**src/rtl/snake_body_engine.sv**
```systemverilog
// snake_body_engine: snake body controller for the Snake game DPU.
// Keeps the body as a circular buffer of cells, exports a grid occupancy
// vector and advances one cell per Step with growth, collision and win
// handling. Optional toroidal walls are enabled by defining SNAKE_WRAP_EN.
module snake_body_engine #(
  parameter int GRID_W  = 15,
  parameter int GRID_H  = 15,
  parameter int CW      = 4,
  parameter int MAX_LEN = 32,
  parameter int LW      = 8
) (
  input  logic                     Clk,
  input  logic                     Reset_n,
  input  logic                     Start,
  input  logic                     Step,
  input  logic [1:0]               Dir_In,
  input  logic                     Dir_Valid,
  input  logic [CW-1:0]            Apple_X,
  input  logic [CW-1:0]            Apple_Y,
  output logic [CW-1:0]            Head_X,
  output logic [CW-1:0]            Head_Y,
  output logic [CW-1:0]            Tail_X,
  output logic [CW-1:0]            Tail_Y,
  output logic [LW-1:0]            Length,
  output logic [GRID_W*GRID_H-1:0] Occupancy,
  output logic                     Ate,
  output logic                     Collision,
  output logic                     Win,
  output logic [1:0]               State
);

  localparam int NCELL = GRID_W * GRID_H;
  localparam int OW    = (NCELL > 1) ? $clog2(NCELL) : 1;
  localparam int PW    = (MAX_LEN > 1) ? $clog2(MAX_LEN) : 1;

  localparam logic [1:0] ST_IDLE = 2'b00;
  localparam logic [1:0] ST_RUN  = 2'b01;
  localparam logic [1:0] ST_LOST = 2'b10;
  localparam logic [1:0] ST_WON  = 2'b11;

  localparam logic [1:0] DIR_UP    = 2'b00;
  localparam logic [1:0] DIR_DOWN  = 2'b01;
  localparam logic [1:0] DIR_LEFT  = 2'b10;
  localparam logic [1:0] DIR_RIGHT = 2'b11;

  localparam logic [CW:0]   ONE_EXT = (CW+1)'(1);
  localparam logic [CW:0]   GW_EXT  = (CW+1)'(GRID_W);
  localparam logic [CW:0]   GH_EXT  = (CW+1)'(GRID_H);
  localparam logic [CW-1:0] X0      = CW'(GRID_W / 2);
  localparam logic [CW-1:0] Y0      = CW'(GRID_H / 2);
  localparam logic [CW-1:0] Y0_M1   = CW'(GRID_H / 2 - 1);
  localparam logic [CW-1:0] Y0_M2   = CW'(GRID_H / 2 - 2);
  localparam logic [PW-1:0] PTR_LAST = PW'(MAX_LEN - 1);
  localparam logic [LW-1:0] LEN_MAX  = LW'(MAX_LEN);

  // Flat occupancy index of cell (x,y).
  function automatic logic [OW-1:0] cell_idx(input logic [CW-1:0] x, input logic [CW-1:0] y);
    int t;
    t = int'(x) * GRID_H + int'(y);
    return OW'(t);
  endfunction

  function automatic logic [1:0] rev_dir(input logic [1:0] d);
    return {d[1], ~d[0]};
  endfunction

  function automatic logic [PW-1:0] ptr_inc(input logic [PW-1:0] p);
    return (p == PTR_LAST) ? '0 : p + PW'(1);
  endfunction

  localparam logic [NCELL-1:0] OCC_INIT = (NCELL'(1) << cell_idx(X0, Y0))
                                        | (NCELL'(1) << cell_idx(X0, Y0_M1))
                                        | (NCELL'(1) << cell_idx(X0, Y0_M2));

  logic [CW-1:0]    body_x [MAX_LEN];
  logic [CW-1:0]    body_y [MAX_LEN];
  logic [PW-1:0]    head_ptr, tail_ptr, head_ptr_nx, tail_ptr_nx;
  logic [1:0]       cur_dir, pend_dir, eff_dir;
  logic [CW:0]      nx_ext, ny_ext;
  logic [CW-1:0]    nxt_x, nxt_y;
  logic [OW-1:0]    nxt_idx, tail_idx;
  logic [NCELL-1:0] occ_next;
  logic [LW-1:0]    len_plus;
  logic             run_step, reload, wall_hit, self_hit, hit, grow, hits_tail, occ_bit, dir_ok;

  assign run_step    = (State == ST_RUN) && Step;
  assign reload      = Start && ((State == ST_LOST) || (State == ST_WON));
  assign head_ptr_nx = ptr_inc(head_ptr);
  assign tail_ptr_nx = ptr_inc(tail_ptr);
  assign len_plus    = Length + LW'(1);

  // Candidate head cell at CW+1 bits: a step below 0 becomes all-ones and
  // therefore also compares as >= the grid size.
  always_comb begin
    nx_ext = {1'b0, Head_X};
    ny_ext = {1'b0, Head_Y};
    case (pend_dir)
      DIR_UP:    ny_ext = {1'b0, Head_Y} + ONE_EXT;
      DIR_DOWN:  ny_ext = {1'b0, Head_Y} - ONE_EXT;
      DIR_LEFT:  nx_ext = {1'b0, Head_X} - ONE_EXT;
      default:   nx_ext = {1'b0, Head_X} + ONE_EXT;
    endcase
  end

  // Wall handling: toroidal wrap or wall hit.
  always_comb begin
`ifdef SNAKE_WRAP_EN
    nxt_x    = (nx_ext == '1) ? CW'(GRID_W - 1) : (nx_ext == GW_EXT) ? '0 : nx_ext[CW-1:0];
    nxt_y    = (ny_ext == '1) ? CW'(GRID_H - 1) : (ny_ext == GH_EXT) ? '0 : ny_ext[CW-1:0];
    wall_hit = 1'b0;
`else
    nxt_x    = nx_ext[CW-1:0];
    nxt_y    = ny_ext[CW-1:0];
    wall_hit = (nx_ext >= GW_EXT) || (ny_ext >= GH_EXT);
`endif
  end

  // Growth and self-collision; entering a vacating tail cell is legal.
  always_comb begin
    nxt_idx   = cell_idx(nxt_x, nxt_y);
    tail_idx  = cell_idx(Tail_X, Tail_Y);
    grow      = (nxt_x == Apple_X) && (nxt_y == Apple_Y);
    hits_tail = (nxt_x == Tail_X) && (nxt_y == Tail_Y);
    occ_bit   = (int'(nxt_idx) < NCELL) ? Occupancy[nxt_idx] : 1'b0;
    self_hit  = !wall_hit && occ_bit && !(hits_tail && !grow);
    hit       = wall_hit || self_hit;
  end

  // Occupancy after a legal move: clearing the tail first lets the head
  // re-set it when it moves into the vacated cell.
  always_comb begin
    occ_next = Occupancy;
    if (!grow) occ_next[tail_idx] = 1'b0;
    occ_next[nxt_idx] = 1'b1;
  end

  // A request is dropped if it reverses the direction in effect after this
  // cycle or the one already pending, so no queued turn can fold back.
  always_comb begin
    eff_dir = run_step ? pend_dir : cur_dir;
    dir_ok  = Dir_Valid && (Dir_In != rev_dir(eff_dir)) && (Dir_In != rev_dir(pend_dir));
  end

  // Pending direction register.
  always_ff @(posedge Clk or negedge Reset_n) begin
    if (!Reset_n) begin
      pend_dir <= DIR_UP;
    end else if (reload) begin
      pend_dir <= DIR_UP;
    end else if (dir_ok) begin
      pend_dir <= Dir_In;
    end
  end

  // Game FSM, body buffer, pointers and exported outputs.
  always_ff @(posedge Clk or negedge Reset_n) begin
    if (!Reset_n) begin
      for (int unsigned i = 0; i < MAX_LEN; i++) begin
        body_x[i] <= '0;
        body_y[i] <= '0;
      end
      body_x[0] <= X0; body_y[0] <= Y0_M2;
      body_x[1] <= X0; body_y[1] <= Y0_M1;
      body_x[2] <= X0; body_y[2] <= Y0;
      tail_ptr  <= '0;
      head_ptr  <= PW'(2);
      Head_X    <= X0;
      Head_Y    <= Y0;
      Tail_X    <= X0;
      Tail_Y    <= Y0_M2;
      Length    <= LW'(3);
      Occupancy <= OCC_INIT;
      cur_dir   <= DIR_UP;
      Ate       <= 1'b0;
      Collision <= 1'b0;
      Win       <= 1'b0;
      State     <= ST_IDLE;
    end else begin
      Ate <= 1'b0;
      if (reload) begin
        body_x[0] <= X0; body_y[0] <= Y0_M2;
        body_x[1] <= X0; body_y[1] <= Y0_M1;
        body_x[2] <= X0; body_y[2] <= Y0;
        tail_ptr  <= '0;
        head_ptr  <= PW'(2);
        Head_X    <= X0;
        Head_Y    <= Y0;
        Tail_X    <= X0;
        Tail_Y    <= Y0_M2;
        Length    <= LW'(3);
        Occupancy <= OCC_INIT;
        cur_dir   <= DIR_UP;
        Collision <= 1'b0;
        Win       <= 1'b0;
        State     <= ST_RUN;
      end else if ((State == ST_IDLE) && Start) begin
        State <= ST_RUN;
      end else if (run_step) begin
        cur_dir <= pend_dir;
        if (hit) begin
          Collision <= 1'b1;
          State     <= ST_LOST;
        end else begin
          body_x[head_ptr_nx] <= nxt_x;
          body_y[head_ptr_nx] <= nxt_y;
          head_ptr  <= head_ptr_nx;
          Head_X    <= nxt_x;
          Head_Y    <= nxt_y;
          Occupancy <= occ_next;
          if (grow) begin
            Length <= len_plus;
            Ate    <= 1'b1;
            if (len_plus == LEN_MAX) begin
              Win   <= 1'b1;
              State <= ST_WON;
            end
          end else begin
            tail_ptr <= tail_ptr_nx;
            Tail_X   <= body_x[tail_ptr_nx];
            Tail_Y   <= body_y[tail_ptr_nx];
          end
        end
      end
    end
  end

endmodule

```
**config.mk**
```make
export PLATFORM = sky130hd
export DESIGN_NAME = snake_body_engine
export DESIGN_NICKNAME = d
export VERILOG_FILES = /design/src/rtl/snake_body_engine.sv
export SDC_FILE = /design/constraint.sdc
export NUM_CORES = 1
export LEC_CHECK = 0
export CORE_AREA = 2 2 271 273
export DETAILED_ROUTE_END_ITERATION = 8
export DIE_AREA = 0 0 273 275
export PLACE_DENSITY_LB_ADDON = 0.3
export SYNTH_ARGS = -nofsm -noshare
export SYNTH_HDL_FRONTEND = slang
export SYNTH_SLANG_ARGS = --single-unit
```
**constraint.sdc**
```tcl
create_clock -name Clk -period 7.04 [get_ports Clk]
set_input_delay 1.408 -clock Clk [delete_from_list [all_inputs] [get_ports Clk]]
set_output_delay 1.408 -clock Clk [all_outputs]
set_load 0.1 [all_outputs]
```
---- Word-level counts from Yosys, hierarchy flattened ----
Cells that the tools add are included.
operators by class
  add/sub/neg operators ................... 9
  $mul .................................... 2
  $lt $le $gt $ge ......................... 10
  equality and inequality tests ........... 17
  muxes and demuxes ....................... 92
  bitwise gates (word level) .............. 10
  reduce and logical (&&, ||, !) cells .... 37
operators with widths
  operator             count
  $mux 225             5
  $mux 128             6
  $bwmux 128           2
  $and 225x225->225    1
  $not 225->225        1
  $or 225x225->225     1
  $mux 4               23
  $mux 5               11
  $bmux 4 s5           2
  $mux 8               5
  $mux 12              2
  $mux 2               11
  $demux 4 s5          1
  $pmux 5 s2           2
  $mux 1               19
  $lt 8x9->1 const B   2
  $add 8x4->8          2
  $demux 1 s8          2
  $eq 4x4->1           4
  $ge 8x1->1 const B   2
  $mul 4x4->8 const B  2
  $logic_and 1x1->1    13
  $ge 6x6->1 const B   2
  $not 5->6            2
  25 further kinds     54
storage, ports and cells
  register bits ........................... 524
  input bits .............................. 15
  output and inout bits ................... 254
  word-level logic and storage cells ...... 255

---- Longest topological paths before layout ----
  depth in word-level cells ............... 15
  depth in mapped cells ................... 31
  gate-level depth less buffers ........... 22

---- Least setup slack after synthesis ----
Ideal clock, no wire load.
  kind .................................... reg2reg
  from .................................... register pend_dir[1]
  to ...................................... register Occupancy[186]
  setup time .............................. 122 ps
  arrival time ............................ 6,977 ps
  data required time ...................... 6,918 ps
  slack ................................... -59 ps
  cell stages (with the launch flop) ...... 28
  buffers on the path ..................... 5
  period minus slack after synthesis ...... 7,099 ps
  cells stage by stage .................... dfrtp_1 buf_2 buf_1 clkbuf_1 nand2b_1 xnor2_1 ha_1 or3_1 a21boi_1 xnor2_1 fa_1 inv_1 fa_1 inv_1 fa_1 inv_1 ha_1 a21o_1 a21oi_2 nor2_1 a311oi_1 nand2_1 o31a_1 and4_1 buf_4 buf_4 or4_1 a32o_1
on the way
  word-level cells in the longest chain between the ends .. 14
  elaborated cells between the ends (all ways) .. 41
  those cells by class .................... 1 x add/sub; 1 x mul; 5 x order compare; 7 x eq/ne; 12 x mux; 1 x bitwise; 14 x reduce/logical
ends and longest elaborated chain
  what                                                                   RTL line  text
  start, declared                                                        78        logic [1:0] cur_dir, pend_dir, eff_dir;
  start signal, assigned                                                 151       pend_dir <= Dir_In;
  $eq 2x1->1 / $logic_not 2->1 (equally long branches)                   97        case (pend_dir)
  $reduce_or 2->1 (no source line)                                       --
  $pmux 5 s2                                                             97
  $mul 4x4->8                                                            59        t = int'(x) * GRID_H + int'(y);
  $add 8x4->8                                                            59
  $lt 8x9->1 (not written as such) / $ge 8x1->1 (equally long branches)  134       occ_next[nxt_idx] = 1'b1;
  $logic_and 1x1->1 (not written as such)                                134
  $mux 1 (not written as such)                                           134
  $demux 1 s8                                                            134
  $or 225x225->225 (no source line)                                      --
  $mux 225                                                               200       if (hit) begin
  $mux 225                                                               198       end else if (run_step) begin
  $mux 225                                                               196       end else if ((State == ST_IDLE) && Start) begin
  $mux 225                                                               180       if (reload) begin
  end signal, assigned                                                   209       Occupancy <= occ_next;
  end, declared                                                          25        output logic [GRID_W*GRID_H-1:0] Occupancy,
Parallel ways exist; a longest one is shown, timed or not. The select of a mux whose other input is x is not followed.
A chain may end at the register's enable or synchronous reset.

---- Worst setup path after layout ----
  from .................................... register pend_dir[0]
  to ...................................... register body_y[106] (netlist bit)
on the way
  word-level cells in the longest chain between the ends .. 13
  elaborated cells between the ends (all ways) .. 31
  those cells by class .................... 1 x add/sub; 1 x mul; 3 x order compare; 6 x eq/ne; 6 x mux; 1 x bitwise; 13 x reduce/logical
ends and longest elaborated chain
  what                                                  RTL line  text
  $eq 2x1->1 / $logic_not 2->1 (equally long branches)  97
  $reduce_or 2->1 (no source line)                      --
  $pmux 5 s2                                            97
  $mul 4x4->8                                           59
  $add 8x4->8                                           59
  $bmux 1 s8                                            124       occ_bit = (int'(nxt_idx) < NCELL) ? Occupancy[nxt_idx] : 1'b0;
  $mux 1 (not written as such)                          124
  $mux 1                                                124
  $logic_and 1x1->1 (2 in series)                       125       self_hit = !wall_hit && occ_bit && !(hits_tail && !grow);
  $logic_or 1x1->1                                      126       hit = wall_hit || self_hit;
  $not 1->1 (no source line)                            --
  $reduce_and 4->1 (no source line)                     --
  end signal, assigned by index                         205       body_y[head_ptr_nx] <= nxt_y;
  end, declared                                         76        logic [CW-1:0] body_y [MAX_LEN];
Parallel ways exist; a longest one is shown, timed or not. The select of a mux whose other input is x is not followed.

==> flow_metrics.tcl <==
set metrics [dict create \
    status "complete, no violations" \
    grt_util_overall 0.2869 \
    multiInputGateArea_mm2 0.01458 \
    floorplan.die.height_um 275 \
    io_buffers 268 \
    drt_pre_antenna_iters 8 \
    critPathRequiredTime_ns 7.55 \
    final_net_count 3034 \
    synthDominantAreaCellType "dfrtp_1" \
    cts_inserted_buffers 59 \
    residual_antenna_violating_net_count_after_detailed_routing 0 \
    synthArstFlopShare 1.000 \
    area_inside_the_core_boundary_mm2 0.07234 \
    max-slew-margin-rel 0.1784 \
    ys_seq_elements 524 \
    wire_length_of_the_first_global_routing_pass_mm 163.5 \
    yosys-top-cells-area "dfrtp_1, mux2_2, mux2i_1" \
    gr-total-overflow 0 \
    fraction_of_final_layout_cells_sized_beyond_drive_strength_1 0.1972 \
    number_of_antenna_violations_at_the_first_check_in_global_routing 4 \
    critPathMaxFanout 32 \
    cp_slowest_cell "fa_1" \
    grt_max_degree 149 \
    ios 269 \
    timing_worst_setup_path_type "flop to flop" \
    fin_crit_sh 0.9757 \
    crit_path_max_incr_delay_ns 0.52 \
    timing.critical_path.from_type "flop" \
    h-tree-depth 2 \
    cp.arrival_ns 7.38 \
    drv.max_cap_violation_count 0 \
    yosys.cell_count.top_type "dfrtp_1" \
    synth.avg_cell_area_um2 10.48 \
    netlist_top_cells_count "dfrtp_1, nand2_1, mux2_2" \
    hp-class "flop to flop" \
    clk-insertion-delay-late_ns 0.66 \
    drtIter0Drc 3393 \
    post-route-min-period_ns 6.869 \
    path_clk_slew_ns 0.06 \
    routed_wl_mm 110.5 \
    worstSetupEndpointType "flop" \
    place_hpwl_mm 74.03 \
    synth_nets 2812 \
    cts_hold_buf 0 \
    synthToLayoutAreaGrowth_pct 22.74 \
    setup-violations-final 0 \
    dp_slack_ns 0.03917 \
    netlist_instances 2734 \
    cts-root-to-sink-buffers 3 \
    tritoncts "done" \
    gp_routability_congestion 1.001 \
    route.detailed.drc 0 \
    die_footprint_mm2 0.07508 \
    setup-tns-final_ns 0 \
    die_w_um 273 \
    synthDominantCellAreaShare 0.4287 \
    n_antenna_cell 0 \
    cts.sinks 524 \
    post_synthesis_instance_area_mm2 0.02866 \
    rsz_0062_raised_after_global_routing "false" \
    fmax_ghz 0.1456 \
    timing.clock.skew_ns 0.04353 \
    route.vias.total 25420 \
    clock-root-buffer "clkbuf_16" \
    synth_ff_type "dfrtp_1" \
    maxSlewViolCount 0 \
    layout_setup_ws_ns 0.1713 \
    synth.yosys.seq_area_share 0.4589 \
    first_global_vias 25030 \
    routed_wire_length_per_instance_um 27.87 \
    number_of_flops_mapped_to_enable_cells_by_yosys 0 \
    synthDistinctLibCells 75 \
    final_core_util 0.4863 \
    hold_viol 0 \
    avgViaCountPerCell 6.410 \
    worstMarginPinSlew_ns 1.229 \
    yosys_warnings 0 \
    start_util 0.3962 \
    final-seq-area_mm2 0.01316 \
    fillerInstances 6569 \
    row_count 99 \
]
==> cell type report <==
class,instances,share of cell area
clock buffers,85,0.04816
repair buffers,417,0.1139
clock inverters,27,0.01099
well taps,959,0.03411
inverters,41,0.004375
multi-input cells,1913,0.4144
flip-flops and latches,524,0.3740
==> stage by stage <==
stage	cells	hold slack [ns]	instance area (um^2)
2_1_floorplan	2734	0.4704	28690
3_3_place_gp	3844	0.4796	32890
3_5_place_dp	3844	0.4847	32890
4_1_cts	3956	0.4984	34970
5_1_grt	3966	0.5084	35180
6_report	3966	0.4949	35180
==> routing by layer <==
layer | routed length (um) | global-route usage | up-vias
met1 | 42860 | 0.3613 | 12730
met3 | 9415 | 0.05429 | 420
met5 | 42 | 0 | -
li1 | - | - | 10780
met4 | 7767 | 0.1798 | 6
met2 | 50440 | 0.4565 | 1491
==> what timing repair did <==
action / in CTS / in global routing
resized for setup: 0 / 18
setup endpoints to repair: 0 / 325
setup buffers: 0 / 9
==> cell usage in the layout (no fill, tap or decap), types with 22 or more instances in the layout <==
cell type,Yosys,routed
dfrtp_1,491,490
nand2_1,356,354
clkdlybuf4s50_1,0,267
mux2_2,233,233
mux2i_1,148,148
buf_4,5,133
o311ai_0,123,123
o21ai_0,118,118
o22ai_1,70,70
nor3_1,65,62
clkbuf_16,0,59
nor2_1,62,58
nand3_1,58,57
nand4_1,56,56
a32oi_1,57,56
ha_1,48,48
a21oi_1,44,44
inv_1,41,41
nor2b_1,40,40
a211oi_1,40,40
nor4_1,36,35
dfstp_2,33,33
xnor2_1,28,23
o31ai_1,23,23
mux4_2,22,22
==> cells by family (layout without fill, tap and decap cells) <==
group                    count (synthesis)  count (layout)  synth area share
buffers and inverters                  298             570           0.04182
AO/OA/AOI/OAI                          622             622            0.1584
adder cells (fa/ha/maj)                 63              63           0.03143
multiplexers                           403             403            0.1605
AND/OR/NAND/NOR                        773             774            0.1314
XOR/XNOR                                51              51           0.01755
flip-flops                             524             524            0.4589
==> critical path, delay by kind of cell, from the launching register on <==
family,cells,cell delay (ns)
and+or+nand+nor,5,1.04
buffers and inverters,7,1.00
xor gates and xnor gates,3,0.77
muxes,1,0.35
AOI/OAI and AO/OA,4,0.95
DFF,1,0.37
adders and majority gates,5,2.21
==> sequential cells by signal, indices dropped and copies added, names as in the netlist <==
signal and count:
pend_dir 2, head_ptr 5, State 2, Occupancy 225, cur_dir 2, Head_X 4
Win 1, Head_Y 4, tail_ptr 5, Tail_Y 4, body_x 128, Tail_X 4
Collision 1, Length 8, Ate 1, body_y 128
==> path summary, 6_finish.rpt <==
kind / cells after the start / slack (ns) / end / from
worst max-delay path: 25 / 0.17 / body_y[106] / pend_dir[0]
worst max register to register: 25 / 0.17 / body_y[106] / pend_dir[0]
max in group asynchronous: 2 / 4.58 / Occupancy[211] / Reset_n
worst min-delay path: 1 / 0.49 / body_x[32] / body_x[32]
worst min register to register: 1 / 0.49 / body_x[32] / body_x[32]
min in group asynchronous: 1 / 0.85 / Occupancy[10] / Reset_n
Power is left out: the tool's default activity adds up to more than one toggle a clock period on the data nets, which glitch-free logic cannot reach.
